--- src/rtl/prime_candidate_tester.sv ---
// Trial-division primality tester for a free-running candidate sequence, one test per pacing tick.
// Optional macro PRIME_COUNT_EN adds a saturating count of primes handed downstream.
module prime_candidate_tester #(
  parameter int WIDTH = 8,
  parameter int START = 2
) (
  input  logic             clk,
  input  logic             reset,
  input  logic             tick,
  input  logic             result_ready,
  output logic             busy,
  output logic             result_valid,
  output logic [WIDTH-1:0] result_value,
  output logic             result_prime,
  output logic             overrun
`ifdef PRIME_COUNT_EN
  ,
  output logic [WIDTH-1:0] prime_count
`endif
);

  // Output handshake: a result transfers on any rising edge where result_valid && result_ready;
  // result_valid never drops and result_value/result_prime never change before that edge.
  typedef enum logic [2:0] {IDLE, LOAD, SUB, CHECK, DONE} state_t;

  state_t state, state_next;

  logic [WIDTH-1:0]   next_cand;
  logic [WIDTH-1:0]   cand;
  logic [WIDTH-1:0]   divisor;
  logic [WIDTH-1:0]   rem;
  logic               verdict;
  logic [2*WIDTH-1:0] dplus;
  logic [2*WIDTH-1:0] dplus_sq;
  logic               small_cand;
  logic               rem_ge;
  logic               rem_zero;
  logic               sq_exceeds;
  logic               transfer;

  assign small_cand = next_cand < WIDTH'(4);
  assign rem_ge     = rem >= divisor;
  assign rem_zero   = rem == '0;
  // Square of the next divisor at double width so it can never wrap.
  assign dplus      = {{WIDTH{1'b0}}, divisor} + (2*WIDTH)'(1);
  assign dplus_sq   = dplus * dplus;
  assign sq_exceeds = dplus_sq > {{WIDTH{1'b0}}, cand};
  assign transfer   = (state == DONE) && result_ready;

  always_ff @(posedge clk or posedge reset) begin
    if (reset) state <= IDLE;
    else       state <= state_next;
  end

  always_comb begin
    state_next   = state;
    busy         = (state != IDLE);
    result_valid = (state == DONE);
    result_value = (state == DONE) ? cand : '0;
    result_prime = (state == DONE) && verdict;
    case (state)
      IDLE:  if (tick) state_next = LOAD;
      LOAD:  state_next = small_cand ? DONE : SUB;
      SUB:   if (!rem_ge) state_next = CHECK;
      CHECK: state_next = (rem_zero || sq_exceeds) ? DONE : SUB;
      DONE:  if (result_ready) state_next = IDLE;
      default: state_next = IDLE;
    endcase
  end

  always_ff @(posedge clk or posedge reset) begin
    if (reset) begin
      next_cand <= WIDTH'(START);
      cand      <= '0;
      divisor   <= '0;
      rem       <= '0;
      verdict   <= 1'b0;
      overrun   <= 1'b0;
    end else begin
      if (tick && state != IDLE) overrun <= 1'b1;
      case (state)
        LOAD: begin
          cand    <= next_cand;
          divisor <= WIDTH'(2);
          rem     <= next_cand;
          verdict <= small_cand;
        end
        SUB: if (rem_ge) rem <= rem - divisor;
        CHECK: begin
          if (rem_zero) begin
            verdict <= 1'b0;
          end else if (sq_exceeds) begin
            verdict <= 1'b1;
          end else begin
            divisor <= divisor + WIDTH'(1);
            rem     <= cand;
          end
        end
        // 0 and 1 are never candidates, so the sequence wraps from all-ones back to 2.
        DONE: if (result_ready) next_cand <= (next_cand == '1) ? WIDTH'(2) : next_cand + WIDTH'(1);
        default: ;
      endcase
    end
  end

`ifdef PRIME_COUNT_EN
  always_ff @(posedge clk or posedge reset) begin
    if (reset) prime_count <= '0;
    else if (transfer && verdict && prime_count != '1) prime_count <= prime_count + WIDTH'(1);
  end
`endif

endmodule

--- config.mk ---
export PLATFORM = sky130hd
export DESIGN_NAME = prime_candidate_tester
export DESIGN_NICKNAME = d
export VERILOG_FILES = /design/src/rtl/prime_candidate_tester.sv
export SDC_FILE = /design/constraint.sdc
export NUM_CORES = 1
export LEC_CHECK = 0
export CAP_MARGIN = 20
export CORE_MARGIN = 4
export CORE_UTILIZATION = 43
export DETAILED_ROUTE_END_ITERATION = 16
export GPL_TIMING_DRIVEN = 1
export PLACE_DENSITY = 0.64
export SYNTH_ARGS = -nofsm -noshare
export SYNTH_HDL_FRONTEND = slang
export SYNTH_SLANG_ARGS = --single-unit
--- constraint.sdc ---
create_clock -name clk -period 6.01 [get_ports clk]
set_input_delay 1.202 -clock clk [delete_from_list [all_inputs] [get_ports clk]]
set_output_delay 1.202 -clock clk [all_outputs]
set_load 0.1 [all_outputs]
==> results.json, run 1 <==
{
  "pwr-share-seq": 0.140,
  "synth_area_per_cell_um2": 8.24,
  "utilization": 0.564,
  "vdd_drop_max_v": 0.00119,
  "slew_headroom": 0.349,
  "hold_class": "reg2reg",
  "yosysWarningCount": 0,
  "drt_iter0_drc": 174,
  "setup_viol": 2,
  "violations": "setup timing",
  "worstPathArrival_ps": 6210,
  "p_switching_mw": 1.49,
  "period_needed_ps": 6030,
  "grt_max_degree": 38,
  "vias": 4115,
  "pwr-share-comb": 0.802,
  "leakagePower_nw": 2.79,
  "crit_family": "adder cells",
  "syn_inst": 553,
  "wirelength_um": 11600,
  "seq_area_frac_synth": 0.203,
  "clk_pin_slew_ps": 80,
  "cts_tree": "yes",
  "root_buffer": "clkbuf_8",
  "final_area_um2": 5830,
  "hpwl_um": 9150,
  "cp_slowest_cell": "fa_1",
  "portBuffers": 15,
  "status": "finished with violations",
  "drc": 0,
  "place_area_um2": 5360,
  "ys_async_sr_fraction": 1.00,
  "worstPathRequired_ps": 6180,
  "cts_max_level": 2,
  "fin_crit_sh": 1.00,
  "max_freq_mhz": 166,
  "start_util": 0.441,
  "finalClockSkew_ps": 5.54,
  "worstPathMaxFanout": 8,
  "endpoint_kind": "flop",
  "slowest_delay_ps": 540,
  "cts_made_buffers": 5,
  "finalHoldViolCount": 0,
  "path_class": "reg2reg",
  "ys_ff_latch": 37,
  "clockBufferDepth": 2,
  "clock_sinks": 37,
  "fp-row-count": 37,
  "final_cell_mix": "inv_1 (87), buf_4 (76), nand2_1 (52), nor2_1 (41), ha_1 (41)",
  "dpl_worst_slack_ps": -265,
  "fin_cells": 779,
  "drive_gt1_frac": 0.230,
  "startpoint_type": "flop",
  "cts_hold_buffers": 0,
  "antenna_found_initial": 0,
  "ys.flop_type": "dfrtp_1",
  "whs_ps": 469,
  "synth.cell_area_um2": 4560,
  "post_drt_wl_per_cell_um": 14.9,
  "firstDrtPassIters": 4,
  "power_density_nw_per_um2": 513,
  "maxCapViolations": 0,
  "fin_nets": 728,
  "die_w_um": 111,
  "place_inst": 760,
  "die-area_um2": 12300,
  "rsz0062_at_grt": "true",
  "insertion_delay_ps": 290,
  "switching_share": 0.498,
  "internal_power_mw": 1.50,
  "layout_setup_ws_ps": -24.0,
  "core_area_um2": 10300,
  "ys_types": 59,
  "slew_violations": 0,
  "viasPerCell": 5.28,
  "ios": 16,
  "critical_path_buf_inv_count": 4,
  "die_h_um": 111,
  "place_congestion": 0.881,
  "antennaDiodeCount": 0,
  "crit_path_cell_trace": "ha_4, nand3_4, or2_2, nor3_2, inv_1, fa_1, inv_1, fa_1, fa_1, inv_1, fa_1, inv_1, ha_1, o21ai_1, and3b_1, a2111oi_4, o2111ai_2, or4_4, nor4_4, a21oi_4, mux2_4",
  "grt_pass1_wl_um": 19700,
  "grt_pass1_vias": 4108,
  "layout_commonest_cell": "inv_1",
  "antenna_left": 0,
  "worstMarginPinSlew_ps": 974,
  "clkPwrFrac": 0.058,
  "grt-ovfl-total": 0,
  "gr-usage-all-layers": 0.190,
  "area_delta_synth_final_pct": 27.8,
  "synth_edf_count": 0
}
[path summary, 6_finish.rpt]
check / from / to / slack (ps) / cells after the start
hold reg to reg: overrun / overrun / 470 / 1
min in group asynchronous: reset / cand[6] / 1330 / 3
hold / removal: overrun / overrun / 470 / 1
setup / recovery: divisor[1] / rem[7] / -20 / 21
max in group asynchronous: reset / divisor[0] / 4310 / 3
setup reg to reg: divisor[1] / rem[7] / -20 / 21
[metal layers]
layer,share of wire,GRT usage
met5,0,0
met4,0.0088,0.0320
met3,0.040,0.0224
met2,0.47,0.305
met1,0.49,0.280
[synthesized netlist by cell type, types with 5 or more instances]
library cell,count,area share
clkbuf_1,13,0.011
nand2_1,55,0.045
mux2_2,8,0.020
nor2_1,47,0.039
a21o_1,7,0.012
o22ai_1,5,0.0069
a21oi_1,28,0.031
xor2_1,5,0.0096
dfrtp_1,36,0.20
nand2b_1,10,0.014
nand4_1,5,0.0069
and2_1,6,0.0082
fa_1,35,0.15
xnor2_1,20,0.038
inv_1,92,0.076
ha_1,47,0.13
o21ai_0,30,0.033
nand3_1,8,0.0088
o31ai_1,7,0.012
nor3_1,20,0.022
mux2i_1,5,0.011
[logic make-up (layout without fill, tap and decap cells)]
family / count (synthesis) / after routing / synth area share
flip-flops: 37 / 37 / 0.203
AND/OR/NAND/NOR: 176 / 176 / 0.188
multiplexers: 13 / 13 / 0.0308
buffers and inverters: 108 / 195 / 0.0906
other: 1 / 4 / 0.000823
AO/OA/AOI/OAI: 111 / 111 / 0.156
adder cells (fa/ha/maj): 82 / 82 / 0.283
XOR/XNOR: 25 / 25 / 0.0481
[power groups by stage]
stage	Combinational (mW)	Sequential (mW)	Clock [mW]
after floorplan	1.49	0.361	0
after global placement	2.07	0.413	0
after detailed placement	2.10	0.417	0
after CTS	2.18	0.412	0.175
after global routing	2.72	0.427	0.190
final	2.40	0.417	0.173
[sequential cells by signal, indices dropped and copies added, names as in the netlist]
| signal | flops |
|---|---|
| state | 3 |
| rem | 8 |
| cand | 8 |
| verdict | 1 |
| divisor | 8 |
| overrun | 1 |
| next_cand | 8 |
[worst reg2reg max path, stage by stage, from the launching register on]
cell       delay, ps
dfrtp_2          450
ha_4             170
nand3_4          100
or2_2            350
nor3_2           250
inv_1            110
fa_1             540
inv_1             70
fa_1             500
fa_1             540
inv_1             50
fa_1             440
inv_1             70
ha_1             160
o21ai_1           70
and3b_1          190
a2111oi_4        350
o2111ai_2        140
or4_4            540
nor4_4           330
a21oi_4          160
mux2_4           350
[area by class of cell]
cell class                 instances  area (um2)
tap                              136         170
fill                             884        4500
clock inverter                     3        17.5
sequential                        37         930
clock buffer                       5        68.8
timing repair buffer              94         754
multi-input combinational        411        3540
inverter                          93         349
[repair_timing]
item                                    CTS  global route
endpoints found under the setup margin   19            19
resized for setup                        20            38
setup buffers                             7             4
pin swaps                                 6            14
gates cloned                              0             0
[per-stage QoR]
step / TNS, ps / total power, mW
global placement: -2570 / 2.48
detailed placement: -3150 / 2.51
floorplan: -51.8 / 1.85
global route: -4650 / 3.33
CTS: -102 / 2.76
finish: -41.4 / 2.99
Power figures use the tool's default switching activity.
==> run 2, diff against run 1 <==
--- a/config.mk
+++ b/config.mk
@@ -8,7 +8,9 @@
 export CAP_MARGIN = 20
 export CORE_MARGIN = 4
 export CORE_UTILIZATION = 43
+export CTS_BUF_LIST = sky130_fd_sc_hd__clkbuf_2
 export DETAILED_ROUTE_END_ITERATION = 16
+export GPL_ROUTABILITY_DRIVEN = 0
 export GPL_TIMING_DRIVEN = 1
 export PLACE_DENSITY = 0.64
 export SYNTH_ARGS = -nofsm -noshare
==> results.json, run 2 (synthesis gave the netlist of run 1 again) <==
{
  "power_mw": 2.96,
  "clock_sinks": 37,
  "drc": 0,
  "cts_tree": "yes",
  "slew_violations": 0,
  "root_buffer": "clkbuf_2",
  "clkPwrFrac": 0.039,
  "vdd_drop_max_v": 0.00130,
  "min_from": "overrun",
  "path_class": "reg2reg",
  "start_util": 0.441,
  "firstDrtPassIters": 5,
  "layout_commonest_cell": "inv_1",
  "startpoint_type": "flop",
  "max_freq_mhz": 164,
  "r2r-start": "divisor[0]",
  "leakagePower_nw": 2.82,
  "layout_setup_ws_ps": -87.7,
  "fp-row-count": 37,
  "fillCellCount": 894,
  "status": "finished with violations",
  "pwr-share-seq": 0.140,
  "drive_gt1_frac": 0.239,
  "portBuffers": 15,
  "post_drt_wl_per_cell_um": 15.0,
  "die-area_um2": 12300,
  "endpoint_kind": "flop",
  "dpl_worst_slack_ps": -265,
  "ios": 16,
  "slowest_delay_ps": 580,
  "vias": 4126,
  "cts_made_buffers": 5,
  "viasPerCell": 5.26,
  "antennaDiodeCount": 0,
  "antenna_found_initial": 0,
  "cp_slowest_cell": "or4_4",
  "whs_ps": 494,
  "worstPathArrival_ps": 6400,
  "final_cell_mix": "inv_1 (86), buf_4 (82), nand2_1 (52), ha_1 (41), nor2_1 (40)",
  "internal_power_mw": 1.47,
  "multi_input_area_um2": 3540,
  "cts_max_level": 2,
  "fin_crit_sh": 1.01,
  "p_switching_mw": 1.49,
  "power_density_nw_per_um2": 508,
  "fin_nets": 734,
  "reg2reg_depth": 26,
  "reg2reg_setup_slack_ps": -90,
  "clk_pin_slew_ps": 200,
  "slew_headroom": 0.347,
  "wirelength_um": 11800,
  "drt_iter0_drc": 155,
  "violations": "setup timing",
  "antenna_left": 0,
  "seqCellArea_um2": 930,
  "worstPathMaxFanout": 8,
  "finalClockSkew_ps": 14.9,
  "finalHoldViolCount": 0,
  "rsz0062_at_grt": "true",
  "gr-usage-all-layers": 0.191,
  "setup_viol": 10,
  "clockBufferDepth": 2,
  "worstMarginPinSlew_ps": 977,
  "switching_share": 0.504,
  "die_w_um": 111,
  "die_h_um": 111,
  "insertion_delay_ps": 390,
  "hpwl_um": 9150,
  "pwr-share-comb": 0.821,
  "area_delta_synth_final_pct": 28.0,
  "grt_pass1_vias": 4119,
  "hold_class": "reg2reg",
  "hold_depth": 1,
  "worstPathRequired_ps": 6310,
  "whs_endpoint": "overrun",
  "maxCapViolations": 0,
  "core_area_um2": 10300,
  "grt_max_degree": 38,
  "grt-ovfl-total": 0,
  "grt_pass1_wl_um": 19700,
  "period_needed_ps": 6100,
  "timing.rr.end": "rem[3]"
}
run 2: cell count changes in the layout (fill, tap and decap cells not counted), moves of 2 or more:
cell | before | now
nor2_2 | 4 | 6
clkbuf_2 | 0 | 5
clkbuf_8 | 5 | 0
buf_4 | 76 | 82
run 2: power groups by stage:
| stage | Combinational [mW] | Sequential, mW | Clock, mW |
|---|---|---|---|
| 3_5_place_dp | 2.10 | 0.417 | 0 |
| 6_report | 2.43 | 0.415 | 0.116 |
| 2_1_floorplan | 1.49 | 0.361 | 0 |
| 3_3_place_gp | 2.07 | 0.413 | 0 |
| 5_1_grt | 2.75 | 0.426 | 0.134 |
| 4_1_cts | 2.18 | 0.412 | 0.118 |
run 2: critical path, delay by kind of cell (launching register included):
kind | cells | cell delay [ps]
DFF | 1 | 500
xor gates and xnor gates | 2 | 360
buffers and inverters | 6 | 620
muxes | 1 | 340
and+or+nand+nor | 5 | 1250
AOI/OAI and AO/OA | 6 | 700
adders and majority gates | 6 | 2240
run 2: how the worst max path moves through the flow:
| stage | slack [ps] | from | end | cells past startpoint |
|---|---|---|---|---|
| 2_1_floorplan | -8 | divisor[0] | rem[2] | 24 |
| 3_3_place_gp | -230 | divisor[0] | rem[3] | 25 |
| 3_5_place_dp | -260 | divisor[1] | rem[3] | 25 |
| 4_1_cts | -40 | divisor[0] | rem[7] | 24 |
| 5_1_grt | -340 | divisor[0] | rem[3] | 26 |
| 6_report | -90 | divisor[0] | rem[3] | 26 |
run 2: per-layer routing:
layer	track usage	share of wire	vias to the layer above
met5	0	0	-
met4	0.0296	0.011	0
met3	0.0289	0.048	11
met2	0.304	0.46	102
met1	0.279	0.48	1972
li1	-	-	2041
run 2: final cells by class:
type                    instances  area share
clock inverters                 3     0.00300
multi-input cells             411       0.607
clock buffers                   5     0.00429
inverters                      93      0.0599
flip-flops and latches         37       0.159
repair buffers                100       0.137
well taps                     136      0.0292
run 2: metrics by stage:
| step | utilization | instance area (um2) | instances | TNS, ps |
|---|---|---|---|---|
| finish | 0.565 | 5830 | 785 | -442 |
| global route | 0.565 | 5830 | 785 | -4710 |
| detailed placement | 0.519 | 5360 | 760 | -3150 |
| CTS | 0.539 | 5560 | 775 | -127 |
| global placement | 0.519 | 5360 | 760 | -2570 |
| floorplan | - | 4590 | 556 | -51.8 |
run 2: timing repair:
action                                  in CTS  in global routing
pin swaps                                    6                 18
hold buffers                                 0                  0
endpoints found under the setup margin      19                 19
buffers inserted                             7                 10
gates cloned                                 0                  0
resized for setup                           20                 40
